[src/rtl/clk2strobe_fifo_pkg.sv]
// Shared types and helpers for the sub_clk-to-strobe event path.
package clk2strobe_fifo_pkg;

  // Data width of the default configuration; the event record below matches it.
  localparam int DEFAULT_DW = 8;

  // One queued event: edge direction plus the data word sampled with it.
  typedef struct packed {
    logic                  rise;
    logic [DEFAULT_DW-1:0] data;
  } evt_t;

  // Ceiling log2 usable in constant expressions (port widths, localparams).
  function automatic int clog2(input int value);
    int result;
    result = 0;
    while ((1 << result) < value) begin
      result = result + 1;
    end
    return result;
  endfunction

endpackage

[src/rtl/clk2strobe_fifo_evt_fifo.sv]
// First-word-fall-through FIFO of event records with occupancy count.
// A push while full is accepted only when a pop happens in the same cycle.
module evt_fifo
  import clk2strobe_fifo_pkg::*;
#(
  parameter int W     = 9,
  parameter int DEPTH = 4
) (
  input  logic                  mclk,
  input  logic                  reset,
  input  logic                  push,
  input  logic [W-1:0]          push_data,
  input  logic                  pop,
  output logic [W-1:0]          head,
  output logic                  empty,
  output logic                  full,
  output logic [clog2(DEPTH):0] count
);

  localparam int AW = clog2(DEPTH);
  localparam int CW = AW + 1;

  logic [W-1:0]  mem [DEPTH];
  logic [AW-1:0] wr_ptr;
  logic [AW-1:0] rd_ptr;
  logic          do_pop;
  logic          do_push;

  assign empty   = (count == '0);
  assign full    = (count == CW'(DEPTH));
  assign do_pop  = pop & ~empty;
  assign do_push = push & (~full | do_pop);

  // Head is forced to zero when empty so stale storage never shows on the outputs.
  assign head = empty ? '0 : mem[rd_ptr];

  // Storage write; contents need no reset because count gates visibility.
  always_ff @(posedge mclk) begin
    if (do_push) begin
      mem[wr_ptr] <= push_data;
    end
  end

  // Pointer and occupancy bookkeeping; pointers wrap naturally at DEPTH.
  always_ff @(posedge mclk) begin
    if (reset) begin
      wr_ptr <= '0;
      rd_ptr <= '0;
      count  <= '0;
    end else begin
      if (do_push) begin
        wr_ptr <= wr_ptr + AW'(1);
      end
      if (do_pop) begin
        rd_ptr <= rd_ptr + AW'(1);
      end
      case ({do_push, do_pop})
        2'b10:   count <= count + CW'(1);
        2'b01:   count <= count - CW'(1);
        default: count <= count;
      endcase
    end
  end

endmodule

[src/rtl/clk2strobe_fifo.sv]
// Turns level changes of `in`, sampled on rising edges of the oversampled
// sub_clk, into one-cycle strobes and queued {rise, data} event records.
module clk2strobe_fifo
  import clk2strobe_fifo_pkg::*;
#(
  parameter int DW    = 8,
  parameter int DEPTH = 4
) (
  input  logic                  mclk,
  input  logic                  reset,
  input  logic                  sub_clk,
  input  logic                  in,
  input  logic [DW-1:0]         data,
  output logic                  rise_stb,
  output logic                  fall_stb,
  output logic                  level,
  output logic                  evt_valid,
  input  logic                  evt_ready,
  output logic                  evt_rise,
  output logic [DW-1:0]         evt_data,
  output logic [clog2(DEPTH):0] count,
  output logic                  overflow,
  input  logic                  clr_ovf
);

  logic          prev_sub;
  logic          prev_sub_;
  logic          sub_r;
  logic          changed;
  logic          pop;
  logic          drop;
  logic          fifo_empty;
  logic          fifo_full;
  logic [DW:0]   head;

  // sub_r marks the single cycle right after sub_clk is first seen high.
  assign sub_r   = ~prev_sub_ & prev_sub;
  assign changed = sub_r & (in != level);
  assign pop     = evt_valid & evt_ready;
  assign drop    = changed & fifo_full & ~pop;

  assign evt_valid = ~fifo_empty;
  assign evt_rise  = head[DW];
  assign evt_data  = head[DW-1:0];

  // Two-stage history of sub_clk; both start high so reset never looks like an edge.
  always_ff @(posedge mclk) begin
    if (reset) begin
      prev_sub  <= 1'b1;
      prev_sub_ <= 1'b1;
    end else begin
      prev_sub  <= sub_clk;
      prev_sub_ <= prev_sub;
    end
  end

  // Level tracking and one-cycle strobes; strobes fire even when the event is dropped.
  always_ff @(posedge mclk) begin
    if (reset) begin
      level    <= 1'b0;
      rise_stb <= 1'b0;
      fall_stb <= 1'b0;
    end else begin
      rise_stb <= changed & in;
      fall_stb <= changed & ~in;
      if (changed) begin
        level <= in;
      end
    end
  end

  // Sticky drop flag; a drop in the same cycle as a clear keeps the flag set.
  always_ff @(posedge mclk) begin
    if (reset) begin
      overflow <= 1'b0;
    end else if (drop) begin
      overflow <= 1'b1;
    end else if (clr_ovf) begin
      overflow <= 1'b0;
    end
  end

  evt_fifo #(
    .W     (DW + 1),
    .DEPTH (DEPTH)
  ) u_evt_fifo (
    .mclk      (mclk),
    .reset     (reset),
    .push      (changed),
    .push_data ({in, data}),
    .pop       (pop),
    .head      (head),
    .empty     (fifo_empty),
    .full      (fifo_full),
    .count     (count)
  );

endmodule

[config.mk]
export PLATFORM = sky130hd
export DESIGN_NAME = clk2strobe_fifo
export DESIGN_NICKNAME = d
export VERILOG_FILES = /design/src/rtl/clk2strobe_fifo_pkg.sv /design/src/rtl/clk2strobe_fifo_evt_fifo.sv /design/src/rtl/clk2strobe_fifo.sv
export SDC_FILE = /design/constraint.sdc
export NUM_CORES = 1
export LEC_CHECK = 0
export ABC_AREA = 1
export CAP_MARGIN = 20
export CORE_ASPECT_RATIO = 2
export CORE_UTILIZATION = 55
export CTS_BUF_LIST = sky130_fd_sc_hd__clkbuf_8
export CTS_CLUSTER_SIZE = 10
export DETAILED_ROUTE_END_ITERATION = 6
export PLACE_DENSITY = 0.81
export RECOVER_POWER = 25
export REMOVE_ABC_BUFFERS = 1
export SETUP_SLACK_MARGIN = 0.5
export SLEW_MARGIN = 20
export SYNTH_ARGS = -nofsm -noshare
export SYNTH_HDL_FRONTEND = slang
export SYNTH_HIERARCHICAL = 1
export SYNTH_SLANG_ARGS = --single-unit
[constraint.sdc]
create_clock -name mclk -period 3.1 [get_ports mclk]
set_input_delay 0.775 -clock mclk [delete_from_list [all_inputs] [get_ports mclk]]
set_output_delay 0.775 -clock mclk [all_outputs]
set_load 0.02 [all_outputs]
* After elaboration in Yosys (flattened, before gate mapping)
Memories as Yosys holds them, arrays and structs flattened. A register that Yosys moved wholly into a read port is not among the register bits.
Cells that the tools add are included.
** Storage, ports and cells
- Output and inout bits :: 17
- Bits in writable memories :: 36
- Memories :: 1
- Input bits :: 14
- Register bits :: 13
- Logic and storage cells :: 44
** Memory list
- u_evt_fifo.mem :: words 4, bits a word 9, rd ports 1, clocked after Yosys merged registers in 1, write ports 1, line clk2strobe_fifo_evt_fifo.sv:23 : logic [W-1:0] mem [DEPTH];
** Cells by class
- $add $sub $neg :: 4
- Bitwise operators :: 15
- Multiplexer cells :: 8
- Eq/ne operators :: 4
- Reduce and logical (&&, ||, !) cells :: 3
** Operators with widths (number)
- $and 1x1->1 :: 9
- $mux 9 :: 1
- $pmux 3 s2 :: 1
- $not 1->1 :: 5
- $add 2x1->2 const B :: 2
- $mux 1 :: 4
- $mux 2 :: 2
- $reduce_bool 2->1 :: 2
- $add 3x1->3 const B :: 1
- $eq 3x3->1 const B :: 1
- $logic_not 3->1 :: 1
- $sub 3x1->3 const B :: 1
- $eq 2x1->1 const B :: 1
- $eq 2x2->1 const B :: 1
- $ne 1x1->1 :: 1
- $or 1x1->1 :: 1

* Longest topological paths before layout
Gate-level depths: netlist (run 1).
- Word-level depth :: 8
- Depth in mapped cells :: 13
- Mapped depth without buffers :: 13

* Cells and area by module
The synthesis (run 1) kept the hierarchy.
** Modules (own cells, without submodules)
- evt_fifo :: cells an instance 171, sequential area each 1261.2 sq um, area each 1910.6 sq um, times used 1
- clk2strobe_fifo :: cells an instance 30, sequential area each 120.1 sq um, area each 230.2 sq um, times used 1

* Worst setup path before layout (run 1)
No wires, ideal clock.
- Path type :: register -> register
- Start point :: reg u_evt_fifo.count[2]
- End point :: reg u_evt_fifo.count[2]
- Slack :: 0.755 ns
- Stages on the path, launching flop included :: 13
- Buffers on the path :: 0
- Clock period less this slack :: 2.345 ns
- Required time :: 2.985 ns
- Arrival time :: 2.230 ns
- Library setup time :: 0.115 ns
- Cells stage by stage :: dfxtp_1 inv_1 nand2_2 clkinv_1 nor2_1 nand2_4 inv_4 nand2_4 fa_1 inv_1 nand4_1 a21oi_1 nor2_1
** On the way
- Cells in the longest elaborated chain, start to end :: 8
- Elaborated cells between the ends (all ways) :: 14
- Those cells by class :: add/sub (2); eq/ne (3); mux (1); bitwise (6); reduce/logical (2)
** RTL lines
- from (decl) :: line clk2strobe_fifo_evt_fifo.sv:17 : output logic [clog2(DEPTH):0] count
- from (signal assigned) :: line clk2strobe_fifo_evt_fifo.sv:58 : 2'b10: count <= count + CW'(1);
- from (signal assigned) :: line clk2strobe_fifo_evt_fifo.sv:59 : 2'b01: count <= count - CW'(1);
- from (signal assigned) :: line clk2strobe_fifo_evt_fifo.sv:60 : default: count <= count;
- $logic_not 3->1 * :: line clk2strobe_fifo_evt_fifo.sv:29 : assign empty = (count == '0);
- via fifo_empty :: line clk2strobe_fifo.sv:32 : logic fifo_empty;
- $not 1->1 * :: line clk2strobe_fifo.sv:42 : assign evt_valid = ~fifo_empty;
- $and 1x1->1 * :: line clk2strobe_fifo.sv:39 : assign pop = evt_valid & evt_ready;
- via pop :: line clk2strobe_fifo.sv:30 : logic pop;
- $and 1x1->1 * :: line clk2strobe_fifo_evt_fifo.sv:31 : assign do_pop = pop & ~empty;
- $or 1x1->1 :: line clk2strobe_fifo_evt_fifo.sv:32 : assign do_push = push & (~full | do_pop);
- $and 1x1->1 :: line clk2strobe_fifo_evt_fifo.sv:32
- $eq 2x1->1 or $eq 2x2->1 (tied branches) :: line clk2strobe_fifo_evt_fifo.sv:57 : case ({do_push, do_pop})
- $pmux 3 s2 or $reduce_bool 2->1 (tied branches)
Mark *: on every way through the listed nets, which the timed path passes. The rest lies on a longest branch.
A chain may end at the register's enable or synchronous reset.

* Worst setup path after layout (run 1)
- Start point :: reg u_evt_fifo.count[2]
- End point :: out evt_data[0]
** On the way
- Cells in the longest elaborated chain, start to end :: 2
** RTL lines
- $logic_not 3->1 :: line clk2strobe_fifo_evt_fifo.sv:29
- via fifo_empty :: line clk2strobe_fifo.sv:32
- $mux 9 :: line clk2strobe_fifo_evt_fifo.sv:35 : assign head = empty ? '0 : mem[rd_ptr];
- to (decl) :: line clk2strobe_fifo.sv:20 : output logic [DW-1:0] evt_data,
The timed path passes the listed nets, and every way through them passes these cells.

==> metrics.txt, run 1 <==
# TYPE chip_impl_metric gauge
chip_impl_metric{name="clkLatencyLatePin",unit="ns"} 0.30
chip_impl_metric{name="drt-initial-drc-count",unit=""} 47
chip_impl_metric{name="timing.setup.tns",unit="ns"} 0
chip_impl_metric{name="n_antenna_cell",unit=""} 0
chip_impl_info{name="outcome",value="complete, no violations"} 1
chip_impl_metric{name="average_cell_area_after_synthesis",unit="um^2"} 10.65
chip_impl_metric{name="synth_area",unit="um^2"} 2141
chip_impl_metric{name="vias",unit=""} 1476
chip_impl_metric{name="floorplan.core_area",unit="um^2"} 3685
chip_impl_metric{name="worstPathArrival",unit="ns"} 1.61
chip_impl_metric{name="ff2ff_path_depth",unit=""} 12
chip_impl_info{name="timing.hold.worst.class",value="reg2reg"} 1
chip_impl_metric{name="slew_violations",unit=""} 0
chip_impl_metric{name="worst_hold_path.num_cells",unit=""} 2
chip_impl_metric{name="yosys_register_bits",unit=""} 51
chip_impl_metric{name="finalClockSkew",unit="ns"} 0.01055
chip_impl_metric{name="syn_inst",unit=""} 201
chip_impl_metric{name="post_drt_via_cell_ratio",unit=""} 5.055
chip_impl_metric{name="fraction_of_layout_cells_with_a_size_suffix_above_1",unit="%"} 12.35
chip_impl_metric{name="number_of_antenna_violations_at_the_first_check_in_global_routing",unit=""} 0
chip_impl_metric{name="totalPowerFinal",unit="mW"} 1.203
chip_impl_metric{name="dp_slack",unit="ns"} 0.4277
chip_impl_info{name="criticalPathCategory",value="reg2out"} 1
chip_impl_metric{name="cts_max_path_buffers",unit=""} 2
chip_impl_metric{name="wl_per_cell",unit="um"} 12.82
chip_impl_metric{name="grt_start_max_net_pins",unit=""} 20
chip_impl_info{name="worst_setup_path_end_kind",value="output pin"} 1
chip_impl_metric{name="row_count",unit=""} 31
chip_impl_info{name="tritoncts",value="done"} 1
chip_impl_metric{name="timing.final.ws_setup",unit="ns"} 0.7143
chip_impl_info{name="holdCritStartpoint",value="overflow$_SDFFE_PP0P_"} 1
chip_impl_metric{name="num-fill-cells",unit=""} 273
chip_impl_info{name="library_cell_used_as_clock_root_buffer",value="clkbuf_8"} 1
chip_impl_info{name="critical_path.reg2reg.startpoint",value="u_evt_fifo/count[2]$_SDFFE_PP0P_"} 1
chip_impl_metric{name="start_util",unit="%"} 58.10
chip_impl_metric{name="post_place_cells",unit=""} 284
chip_impl_metric{name="max-slew-margin-rel",unit="%"} 82.54
chip_impl_metric{name="finalHoldViolations",unit=""} 0
chip_impl_metric{name="power.leakage",unit="nW"} 1.063
chip_impl_metric{name="first_pass_iters",unit=""} 4
chip_impl_metric{name="post_dp_cell_area",unit="um^2"} 2530
chip_impl_metric{name="synth_cell_types",unit=""} 28
chip_impl_metric{name="placement.io_buffers",unit=""} 30
chip_impl_metric{name="worst-r2r-setup-slack",unit="ns"} 0.98
chip_impl_metric{name="path_max_fanout",unit=""} 11
chip_impl_metric{name="cts_made_buffers",unit=""} 5
chip_impl_metric{name="synth.yosys.warnings",unit=""} 6
chip_impl_metric{name="hpwl",unit="um"} 2635
chip_impl_metric{name="synth-seq-area-share",unit="%"} 64.52
chip_impl_info{name="whs_endpoint",value="overflow$_SDFFE_PP0P_"} 1
chip_impl_metric{name="die_width",unit="um"} 46.12
chip_impl_metric{name="place_congestion",unit=""} 0.7434
chip_impl_metric{name="global_route.overflow_total",unit=""} 0
chip_impl_info{name="rsz0062_at_grt",value="false"} 1
chip_impl_metric{name="drcViolationCount",unit=""} 0
chip_impl_metric{name="finalNonFillerCells",unit=""} 292
chip_impl_metric{name="ff_latch_area",unit="um^2"} 1381
chip_impl_metric{name="cts_sinks",unit=""} 51
chip_impl_metric{name="routed_wl",unit="um"} 3744
chip_impl_metric{name="global_route.usage.total",unit="%"} 20.14
chip_impl_metric{name="final_core_utilization",unit="%"} 71.10
chip_impl_metric{name="dieArea",unit="um^2"} 4161
chip_impl_metric{name="layout.cell_area.non_filler",unit="um^2"} 2620
chip_impl_metric{name="power_density_over_the_cells",unit="nW/um^2"} 459.1
chip_impl_info{name="r2r-end",value="u_evt_fifo/count[2]$_SDFFE_PP0P_"} 1
chip_impl_metric{name="multi_input_comb_area",unit="um^2"} 630.6
chip_impl_info{name="critical_path_launch_point_type",value="flip-flop"} 1
chip_impl_metric{name="worst_slew_pin_slew",unit="ns"} 0.2611
chip_impl_metric{name="max_cap_violations",unit=""} 0
chip_impl_metric{name="worst_hold_slack",unit="ns"} 0.4811
chip_impl_metric{name="cts_htree_levels",unit=""} 2
chip_impl_metric{name="post-route-period-util",unit="%"} 76.96
chip_impl_metric{name="grt_first_pass_wirelength",unit="um"} 5802
chip_impl_metric{name="synthToLayoutAreaGrowth",unit="%"} 22.38
chip_impl_metric{name="top_level_ports",unit=""} 31
chip_impl_metric{name="die_y",unit="um"} 90.23
chip_impl_metric{name="setup_viol",unit=""} 0
chip_impl_metric{name="grt_pass1_vias",unit=""} 1427
chip_impl_metric{name="period_needed",unit="ns"} 2.386
chip_impl_metric{name="vdd.ir_drop.worst",unit="V"} 0.0003957
chip_impl_metric{name="layout.nets",unit=""} 261
chip_impl_metric{name="required",unit="ns"} 2.32
chip_impl_metric{name="achievable-frequency",unit="MHz"} 419.2
chip_impl_metric{name="cts.clk_slew.worst_paths",unit="ns"} 0.09
chip_impl_metric{name="drtAntennaViolNets",unit=""} 0
chip_impl_metric{name="post_cts_hold_buffer_count",unit=""} 0
==> cell type report <==
cell class | count | area share (%)
clock buffers | 6 | 3.152
inverters | 25 | 3.820
flip-flops and latches | 51 | 52.72
clock inverters | 2 | 0.4776
well taps | 49 | 2.340
multi-input cells | 121 | 24.07
repair buffers | 38 | 13.42
==> synthesized netlist by cell type (all sizes together) <==
master,number,area share (%)
a21boi,1,0.35
a21oi,15,3.5
buf,3,1.3
clkbuf,1,0.23
clkinv,1,0.18
dfxtp,15,14
edfxtp,36,50
fa,1,0.94
ha,4,2.3
inv,24,4.3
nand2,14,3.5
nand3,5,1.4
nand3b,1,0.35
nand4,3,0.88
nor2,51,9.4
nor4,1,0.29
o21ai,23,5.9
or2,2,0.58
==> worst max-delay path by stage <==
| stage | start | end | cells past startpoint |
|---|---|---|---|
| after floorplan | u_evt_fifo/count[2]$_SDFFE_PP0P_ | u_evt_fifo/count[2]$_SDFFE_PP0P_ | 12 |
| after global placement | in | u_evt_fifo/count[2]$_SDFFE_PP0P_ | 11 |
| after detailed placement | in | u_evt_fifo/count[2]$_SDFFE_PP0P_ | 11 |
| after CTS | u_evt_fifo/count[2]$_SDFFE_PP0P_ | evt_valid | 5 |
| after global routing | flip-flop | evt_data[0] | 6 |
| final | u_evt_fifo/count[2]$_SDFFE_PP0P_ | evt_data[0] | 5 |
==> critical path, stage by stage (launching register included) <==
cell and delay, ns:
dfxtp_1 0.38, inv_1 0.09, nand2_2 0.12, clkinv_2 0.19, a21oi_1 0.18, dlygate4sd2_1 0.35
==> where the power goes <==
| part | internal, mW | total (mW) | switching [mW] | leakage (nW) |
|---|---|---|---|---|
| clock network | 0.180 | 0.378 | 0.199 | 0.0526 |
| logic | 0.0368 | 0.0865 | 0.0497 | 0.564 |
| registers | 0.734 | 0.738 | 0.00392 | 0.446 |
| total | 0.951 | 1.20 | 0.252 | 1.06 |
==> flip-flops by register name (all words and copies together), names as in the netlist, 2 cells and up, named ones only <==
| register | flops |
|---|---|
| u_evt_fifo/wr_ptr | 2 |
| u_evt_fifo/count | 3 |
| u_evt_fifo/mem | 36 |
| u_evt_fifo/rd_ptr | 2 |
==> layout by cell type (no fill, tap or decap), types with 3 or more instances in the layout <==
master	instances
buf_4	8
nand2_2	3
ha_1	4
dlygate4sd3_1	7
dfxtp_1	15
o21ai_1	6
edfxtp_1	36
dlygate4sd2_1	9
clkdlybuf4s50_1	13
inv_1	22
nand2_1	9
nand4_1	3
a21oi_1	15
clkbuf_8	6
o21ai_0	16
nand3_1	4
nor2_1	49
==> cells by family (layout without fill, tap and decap cells) <==
kind of cell | Yosys count | count (layout) | synth area share [%]
adder cells (fa/ha/maj) | 5 | 5 | 3.273
flip-flops | 51 | 51 | 64.52
buffers and inverters | 29 | 71 | 6.020
AND/OR/NAND/NOR | 77 | 77 | 16.42
AO/OA/AOI/OAI | 39 | 39 | 9.761
==> layer usage <==
| metal | GRT usage [%] | share of wire, % | wire [um] |
|---|---|---|---|
| met4 | 14.71 | 3.8 | 143 |
| met2 | 35.68 | 57 | 2136 |
| met5 | 0 | 0 | 0 |
| met3 | 4.016 | 3.6 | 134 |
| met1 | 17.80 | 36 | 1330 |
==> repair_timing <==
action,4_1_cts,5_1_grt
setup buffers,0,0
resized for setup,11,1
setup endpoints to repair,10,1
(Power assumes the default switching activity.)
==> run 2, diff against run 1 <==
==> constraint.sdc (replaced) <==
create_clock -name mclk -period 2.5 [get_ports mclk]
set_input_delay 0.625 -clock mclk [delete_from_list [all_inputs] [get_ports mclk]]
set_output_delay 0.625 -clock mclk [all_outputs]
set_load 0.02 [all_outputs]
==> metrics.txt, run 2 (synthesized netlist as in run 1, its figures left out) <==
# TYPE chip_impl_metric gauge
chip_impl_info{name="outcome",value="complete, no violations"} 1
chip_impl_metric{name="drtAntennaViolNets",unit=""} 0
chip_impl_metric{name="cts_sinks",unit=""} 51
chip_impl_metric{name="worst_hold_path.num_cells",unit=""} 1
chip_impl_metric{name="post-route-period-util",unit="%"} 80.38
chip_impl_metric{name="hpwl",unit="um"} 2668
chip_impl_metric{name="timing.final.ws_setup",unit="ns"} 0.4906
chip_impl_metric{name="wl_per_cell",unit="um"} 14.42
chip_impl_metric{name="die_width",unit="um"} 46.12
chip_impl_info{name="critical_path.reg2reg.startpoint",value="u_evt_fifo/count[2]$_SDFFE_PP0P_"} 1
chip_impl_metric{name="p_comb_share",unit="%"} 7.7
chip_impl_metric{name="p_int",unit="mW"} 1.253
chip_impl_info{name="whs_endpoint",value="prev_sub_$_SDFF_PP1_"} 1
chip_impl_info{name="rsz0062_at_grt",value="true"} 1
chip_impl_metric{name="floorplan.core_area",unit="um^2"} 3685
chip_impl_metric{name="ff2ff_path_depth",unit=""} 13
chip_impl_info{name="top_register",value="u_evt_fifo/mem"} 1
chip_impl_metric{name="path_max_fanout",unit=""} 11
chip_impl_metric{name="power_density_over_the_cells",unit="nW/um^2"} 567.2
chip_impl_metric{name="worst_slew_pin_slew",unit="ns"} 0.2550
chip_impl_metric{name="post_cts_hold_buffer_count",unit=""} 0
chip_impl_metric{name="required",unit="ns"} 2.69
chip_impl_metric{name="cts.clk_slew.worst_paths",unit="ns"} 0.08
chip_impl_metric{name="die_y",unit="um"} 90.23
chip_impl_metric{name="routed_wl",unit="um"} 4356
chip_impl_metric{name="largest_register_ff_count",unit=""} 36
chip_impl_metric{name="sequential_cell_fraction_of_total_power",unit="%"} 58.6
chip_impl_metric{name="sw_frac_of_total",unit="%"} 19.71
chip_impl_metric{name="drcViolationCount",unit=""} 0
chip_impl_metric{name="power.switching",unit="mW"} 0.3076
chip_impl_metric{name="global_route.overflow_total",unit=""} 0
chip_impl_metric{name="first_pass_iters",unit=""} 4
chip_impl_info{name="library_cell_used_as_clock_root_buffer",value="clkbuf_8"} 1
chip_impl_info{name="holdCritStartpoint",value="prev_sub$_SDFF_PP1_"} 1
chip_impl_info{name="reg_top3",value="u_evt_fifo/mem: 36 flops, u_evt_fifo/count: 3 flops"} 1
chip_impl_metric{name="dp_slack",unit="ns"} 0.02795
chip_impl_metric{name="clkLatencyLatePin",unit="ns"} 0.30
chip_impl_metric{name="setup_viol",unit=""} 0
chip_impl_metric{name="top_level_ports",unit=""} 31
chip_impl_metric{name="grt_start_max_net_pins",unit=""} 20
chip_impl_metric{name="cts_made_buffers",unit=""} 5
chip_impl_metric{name="worstPathArrival",unit="ns"} 2.20
chip_impl_metric{name="layout.nets",unit=""} 271
chip_impl_info{name="critical_path.startpoint",value="u_evt_fifo/count[2]$_SDFFE_PP0P_"} 1
chip_impl_metric{name="totalPowerFinal",unit="mW"} 1.561
chip_impl_metric{name="cts_max_path_buffers",unit=""} 2
chip_impl_info{name="tritoncts",value="done"} 1
chip_impl_metric{name="grt_first_pass_wirelength",unit="um"} 6175
chip_impl_metric{name="place_congestion",unit=""} 0.7635
chip_impl_metric{name="row_count",unit=""} 31
chip_impl_metric{name="timing.setup.tns",unit="ns"} 0
chip_impl_info{name="critical_path_launch_point_type",value="flip-flop"} 1
chip_impl_metric{name="worst-r2r-setup-slack",unit="ns"} 0.49
chip_impl_metric{name="vias",unit=""} 1564
chip_impl_info{name="worst_setup_path_end_kind",value="flip-flop"} 1
chip_impl_metric{name="max-slew-margin-rel",unit="%"} 82.85
chip_impl_metric{name="global_route.usage.total",unit="%"} 20.72
chip_impl_metric{name="start_util",unit="%"} 58.10
chip_impl_info{name="timing.hold.worst.class",value="reg2reg"} 1
chip_impl_metric{name="period_needed",unit="ns"} 2.009
chip_impl_info{name="r2r-end",value="u_evt_fifo/count[2]$_SDFFE_PP0P_"} 1
chip_impl_metric{name="vdd.ir_drop.worst",unit="V"} 0.0005133
chip_impl_metric{name="drt-initial-drc-count",unit=""} 55
chip_impl_metric{name="cts_htree_levels",unit=""} 2
chip_impl_metric{name="synthToLayoutAreaGrowth",unit="%"} 28.52
chip_impl_metric{name="slew_violations",unit=""} 0
chip_impl_metric{name="post_drt_via_cell_ratio",unit=""} 5.179
chip_impl_metric{name="grt_pass1_vias",unit=""} 1513
chip_impl_info{name="criticalPathCategory",value="reg2reg"} 1
chip_impl_metric{name="achievable-frequency",unit="MHz"} 497.7
chip_impl_metric{name="placement.io_buffers",unit=""} 30
chip_impl_metric{name="dieArea",unit="um^2"} 4161
chip_impl_metric{name="max_cap_violations",unit=""} 0
chip_impl_metric{name="n_antenna_cell",unit=""} 0
chip_impl_metric{name="finalHoldViolations",unit=""} 0
chip_impl_info{name="most-common-layout-cells",value="nor2_1 (48), edfxtp_1 (36), buf_4 (23), inv_1 (22)"} 1
chip_impl_info{name="most_common_cell_after_layout_fill_and_taps_aside",value="nor2_1"} 1
chip_impl_metric{name="fraction_of_layout_cells_with_a_size_suffix_above_1",unit="%"} 22.92
chip_impl_metric{name="number_of_antenna_violations_at_the_first_check_in_global_routing",unit=""} 0
chip_impl_metric{name="finalClockSkew",unit="ns"} 0.006557
chip_impl_metric{name="power.leakage",unit="nW"} 1.104
chip_impl_metric{name="clockPowerShare",unit="%"} 33.7
run 2: changes by cell type in the layout (fill, tap and decap cells not counted), moves of 3 or more:
cell and change:
dfxtp_1 -4, clkdlybuf4s50_1 -3, buf_4 +15, o21ai_1 +6, o21ai_0 -6, a21oi_1 -3
dfxtp_2 +3, dlygate4sd2_1 -7, a21oi_2 +3
run 2: worst max-delay path, cell delays in order (launching register included):
cell and delay [ns]:
dfxtp_2 0.35, inv_1 0.08, nand2_2 0.12, clkinv_1 0.08
buf_6 0.16, nor2_4 0.12, nand2_4 0.08, inv_4 0.08
nand2_4 0.06, fa_2 0.34, inv_1 0.06, nand4_1 0.12
a21oi_1 0.19, nor2_1 0.06
run 2: metal layers:
layer	vias up	wire length [um]	part of all wire [%]	GRT usage, %
met5	-	0	0	0
met4	0	107	2.5	11.03
met3	9	179	4.1	4.217
met2	52	2613	60	38.38
met1	732	1455	33	18.62
li1	771	-	-	-
run 2: power by group through the flow:
| stage | Clock, mW | Combinational, mW | Sequential (mW) |
|---|---|---|---|
| after floorplan | 0 | 0.0505 | 0.938 |
| after global placement | 0 | 0.118 | 0.934 |
| after detailed placement | 0 | 0.119 | 0.935 |
| after CTS | 0.541 | 0.116 | 0.915 |
| after global routing | 0.576 | 0.130 | 0.916 |
| final | 0.526 | 0.120 | 0.915 |
run 2: timing repair:
| item | 4_1_cts | 5_1_grt |
|---|---|---|
| setup buffers | 0 | 6 |
| cloned | 0 | 1 |
| pin swaps | 2 | 8 |
| gates resized for setup | 52 | 22 |
| setup endpoints to repair | 46 | 12 |
run 2: stage by stage:
step | cell area (um^2) | instances | hold WS [ns] | utilization [%]
global route | 2751 | 302 | 0.5007 | 74.67
CTS | 2650 | 295 | 0.4833 | 71.92
global placement | 2565 | 287 | 0.4529 | 69.61
detailed placement | 2565 | 287 | 0.4635 | 69.61
floorplan | 2108 | 197 | 0.4412 | -
finish | 2751 | 302 | 0.4781 | 74.67
run 2: cell type report:
type / count / area (um^2)
flip-flops and latches: 51 / 1389
clock inverters: 3 / 37.54
well taps: 49 / 61.31
clock buffers: 5 / 68.82
inverters: 25 / 101.3
multi-input cells: 121 / 655.6
repair buffers: 48 / 437.9
fillers: 247 / 933.4
run 2: worst max-delay path by stage:
stage,end,cells past startpoint
3_5_place_dp,u_evt_fifo/count[2]$_SDFFE_PP0P_,11
5_1_grt,u_evt_fifo/count[2]$_SDFFE_PP0P_,13
3_3_place_gp,u_evt_fifo/count[2]$_SDFFE_PP0P_,11
4_1_cts,evt_valid,6
6_report,u_evt_fifo/count[2]$_SDFFE_PP0P_,13
2_1_floorplan,u_evt_fifo/count[2]$_SDFFE_PP0P_,12
==> run 3, diff against run 2 <==
--- a/config.mk
+++ b/config.mk
@@ -8,11 +8,11 @@
 export ABC_AREA = 1
 export CAP_MARGIN = 20
 export CORE_ASPECT_RATIO = 2
-export CORE_UTILIZATION = 55
+export CORE_UTILIZATION = 50
 export CTS_BUF_LIST = sky130_fd_sc_hd__clkbuf_8
 export CTS_CLUSTER_SIZE = 10
 export DETAILED_ROUTE_END_ITERATION = 6
-export PLACE_DENSITY = 0.81
+export PLACE_DENSITY = 0.77
 export RECOVER_POWER = 25
 export REMOVE_ABC_BUFFERS = 1
 export SETUP_SLACK_MARGIN = 0.5
==> constraint.sdc (replaced) <==
create_clock -name mclk -period 1.8 [get_ports mclk]
set_input_delay 0.45 -clock mclk [delete_from_list [all_inputs] [get_ports mclk]]
set_output_delay 0.45 -clock mclk [all_outputs]
set_load 0.02 [all_outputs]
==> metrics.txt, run 3 (synthesized netlist as in run 1, its figures left out) <==
# TYPE chip_impl_metric gauge
chip_impl_metric{name="cts_htree_levels",unit=""} 2
chip_impl_metric{name="number_of_antenna_violations_at_the_first_check_in_global_routing",unit=""} 0
chip_impl_metric{name="first_pass_iters",unit=""} 4
chip_impl_info{name="critical_path_launch_point_type",value="input port"} 1
chip_impl_info{name="library_cell_used_as_clock_root_buffer",value="clkbuf_8"} 1
chip_impl_metric{name="dieArea",unit="um^2"} 4563
chip_impl_metric{name="top_level_ports",unit=""} 31
chip_impl_metric{name="largest_register_ff_count",unit=""} 36
chip_impl_metric{name="met1_wire_length",unit="um"} 1848
chip_impl_metric{name="post_dp_cell_area",unit="um^2"} 2696
chip_impl_metric{name="slew_violations",unit=""} 0
chip_impl_metric{name="grt_start_max_net_pins",unit=""} 17
chip_impl_metric{name="post_place_cells",unit=""} 307
chip_impl_metric{name="vdd.ir_drop.worst",unit="V"} 0.0008798
chip_impl_metric{name="timing.setup.tns",unit="ns"} -0.7715
chip_impl_metric{name="hpwl",unit="um"} 2965
chip_impl_metric{name="max-slew-margin-rel",unit="%"} 76.16
chip_impl_metric{name="synthToLayoutAreaGrowth",unit="%"} 53.13
chip_impl_metric{name="worst-r2r-setup-slack",unit="ns"} -0.10
chip_impl_metric{name="period_needed",unit="ns"} 1.922
chip_impl_metric{name="post_drt_via_cell_ratio",unit=""} 5.439
chip_impl_metric{name="grt_pass1_vias",unit=""} 1805
chip_impl_metric{name="post-route-period-util",unit="%"} 106.8
chip_impl_metric{name="drtAntennaViolNets",unit=""} 0
chip_impl_metric{name="start_util",unit="%"} 52.37
chip_impl_metric{name="floorplan.core_area",unit="um^2"} 4088
chip_impl_metric{name="drt-initial-drc-count",unit=""} 56
chip_impl_metric{name="power_density_over_the_cells",unit="nW/um^2"} 714.1
chip_impl_info{name="violations_in_the_final_reports",value="negative setup slack"} 1
chip_impl_metric{name="num-fill-cells",unit=""} 228
chip_impl_info{name="tritoncts",value="done"} 1
chip_impl_metric{name="wl_per_cell",unit="um"} 18.51
chip_impl_metric{name="routed-wl-met3",unit="um"} 292
chip_impl_metric{name="cts.clk_slew.worst_paths",unit="ns"} 0.09
chip_impl_metric{name="cts_max_path_buffers",unit=""} 2
chip_impl_metric{name="achievable-frequency",unit="MHz"} 520.2
chip_impl_metric{name="layout.cell_area.non_filler",unit="um^2"} 3278
chip_impl_metric{name="place_congestion",unit=""} 0.7940
chip_impl_metric{name="vias",unit=""} 1833
chip_impl_metric{name="sequential_cell_fraction_of_total_power",unit="%"} 54.3
chip_impl_metric{name="sw_frac_of_total",unit="%"} 22.39
chip_impl_info{name="dr.max_layer_used",value="met4"} 1
chip_impl_metric{name="totalPowerFinal",unit="mW"} 2.341
chip_impl_metric{name="clkLatencyLatePin",unit="ns"} 0.30
chip_impl_info{name="criticalPathCategory",value="in2reg"} 1
chip_impl_metric{name="die_y",unit="um"} 94.54
chip_impl_metric{name="required",unit="ns"} 2.00
chip_impl_metric{name="timing.final.ws_setup",unit="ns"} -0.1223
chip_impl_metric{name="global_route.usage.total",unit="%"} 26.04
chip_impl_metric{name="row_count",unit=""} 33
chip_impl_metric{name="p_int",unit="mW"} 1.817
chip_impl_metric{name="cts_made_buffers",unit=""} 5
chip_impl_info{name="outcome",value="finished with violations"} 1
chip_impl_info{name="rsz0062_at_grt",value="true"} 1
chip_impl_metric{name="p_comb_share",unit="%"} 11.8
chip_impl_metric{name="drcViolationCount",unit=""} 0
chip_impl_metric{name="global_route.overflow_total",unit=""} 0
chip_impl_metric{name="max_cap_violations",unit=""} 0
chip_impl_info{name="reg_top3",value="u_evt_fifo/mem: 36 flops, u_evt_fifo/count: 3 flops"} 1
chip_impl_metric{name="fraction_of_layout_cells_with_a_size_suffix_above_1",unit="%"} 46.67
chip_impl_info{name="timing.hold.worst.class",value="reg2reg"} 1
chip_impl_metric{name="worst_hold_slack",unit="ns"} 0.4948
chip_impl_metric{name="placement.io_buffers",unit=""} 30
chip_impl_metric{name="layout.nets",unit=""} 303
chip_impl_metric{name="post_cts_hold_buffer_count",unit=""} 0
chip_impl_metric{name="cts_sinks",unit=""} 51
chip_impl_metric{name="met2_length",unit="um"} 3590
chip_impl_metric{name="path_max_fanout",unit=""} 2
chip_impl_metric{name="finalNonFillerCells",unit=""} 337
chip_impl_metric{name="setup_viol",unit=""} 36
chip_impl_metric{name="grt_first_pass_wirelength",unit="um"} 8031
chip_impl_metric{name="clockPowerShare",unit="%"} 33.9
chip_impl_metric{name="routed_wl",unit="um"} 6238
chip_impl_info{name="most-common-layout-cells",value="edfxtp_1 (36), buf_6 (31), nor2_1 (29), buf_4 (27), o21ai_1 (18)"} 1
chip_impl_metric{name="power.switching",unit="mW"} 0.5242
chip_impl_metric{name="worstPathArrival",unit="ns"} 2.12
chip_impl_metric{name="die_width",unit="um"} 48.27
chip_impl_metric{name="power.leakage",unit="nW"} 1.331
chip_impl_info{name="most_common_cell_after_layout_fill_and_taps_aside",value="edfxtp_1"} 1
chip_impl_info{name="worst_setup_path_end_kind",value="flip-flop"} 1
chip_impl_metric{name="finalClockSkew",unit="ns"} 0.003649
chip_impl_info{name="top_register",value="u_evt_fifo/mem"} 1
chip_impl_metric{name="worst_slew_pin_slew",unit="ns"} 0.3572
chip_impl_metric{name="n_antenna_cell",unit=""} 0
chip_impl_metric{name="finalHoldViolations",unit=""} 0
run 3: cell types whose count changed in the layout (fill, tap and decap cells not counted), sizes merged:
cell | before | now
clkinv | 1 | 3
dlygate4sd3 | 7 | 4
inv | 26 | 24
clkdlybuf4s50 | 10 | 8
dlymetal6s2s | 1 | 0
dlygate4sd2 | 2 | 1
buf | 26 | 66
clkbuf | 7 | 6
run 3: path summary, 6_finish.rpt:
kind,from,end,cells after the start
setup / recovery,evt_ready,u_evt_fifo/count[2]$_SDFFE_PP0P_,11
hold / removal,overflow$_SDFFE_PP0P_,overflow$_SDFFE_PP0P_,2
setup reg to reg,u_evt_fifo/count[1]$_SDFFE_PP0P_,u_evt_fifo/count[2]$_SDFFE_PP0P_,13
hold reg to reg,overflow$_SDFFE_PP0P_,overflow$_SDFFE_PP0P_,2
run 3: per-stage QoR:
step           util (%)  setup slack, ns
3_5_place_dp      65.96          -0.4287
4_1_cts           75.70         -0.02417
3_3_place_gp      65.96          -0.3352
5_1_grt           80.20          -0.2096
6_report          80.20          -0.1223
2_1_floorplan         -          -0.5451
run 3: cell type report:
| cell class | instances | area [um^2] | share of cell area [%] |
|---|---|---|---|
| clock inverters | 3 | 43.79 | 1.336 |
| repair buffers | 80 | 789.5 | 24.08 |
| multi-input cells | 121 | 813.3 | 24.81 |
| clock buffers | 5 | 68.82 | 2.099 |
| inverters | 25 | 101.3 | 3.092 |
| flip-flops and latches | 51 | 1396 | 42.60 |
| well taps | 52 | 65.06 | 1.985 |
run 3: worst max-delay path: stages:
cell and delay, ns:
clkdlybuf4s50_1 0.46, inv_1 0.07, nor2_4 0.15, nand2_4 0.07
inv_4 0.07, nand2_4 0.05, fa_2 0.34, inv_2 0.05
nand4_1 0.14, a21oi_2 0.21, nor2_1 0.06
run 3: power by group through the flow:
stage          Combinational (mW)  Clock [mW]  Sequential (mW)
2_1_floorplan              0.0701           0             1.30
3_3_place_gp                0.180           0             1.30
3_5_place_dp                0.183           0             1.30
4_1_cts                     0.233       0.788             1.27
5_1_grt                     0.291       0.834             1.27
6_report                    0.276       0.795             1.27
run 3: what timing repair did:
action,4_1_cts,5_1_grt
endpoints found under the setup margin,63,60
setup buffers,11,7
gates cloned,4,0
pin swaps,26,22
resized for setup,162,39
run 3: per-layer routing:
layer  vias up  track usage, %
met2       104           47.56
met1       849           21.57
li1        840               -
met5         -               0
met3        40           3.824
met4         0           20.37
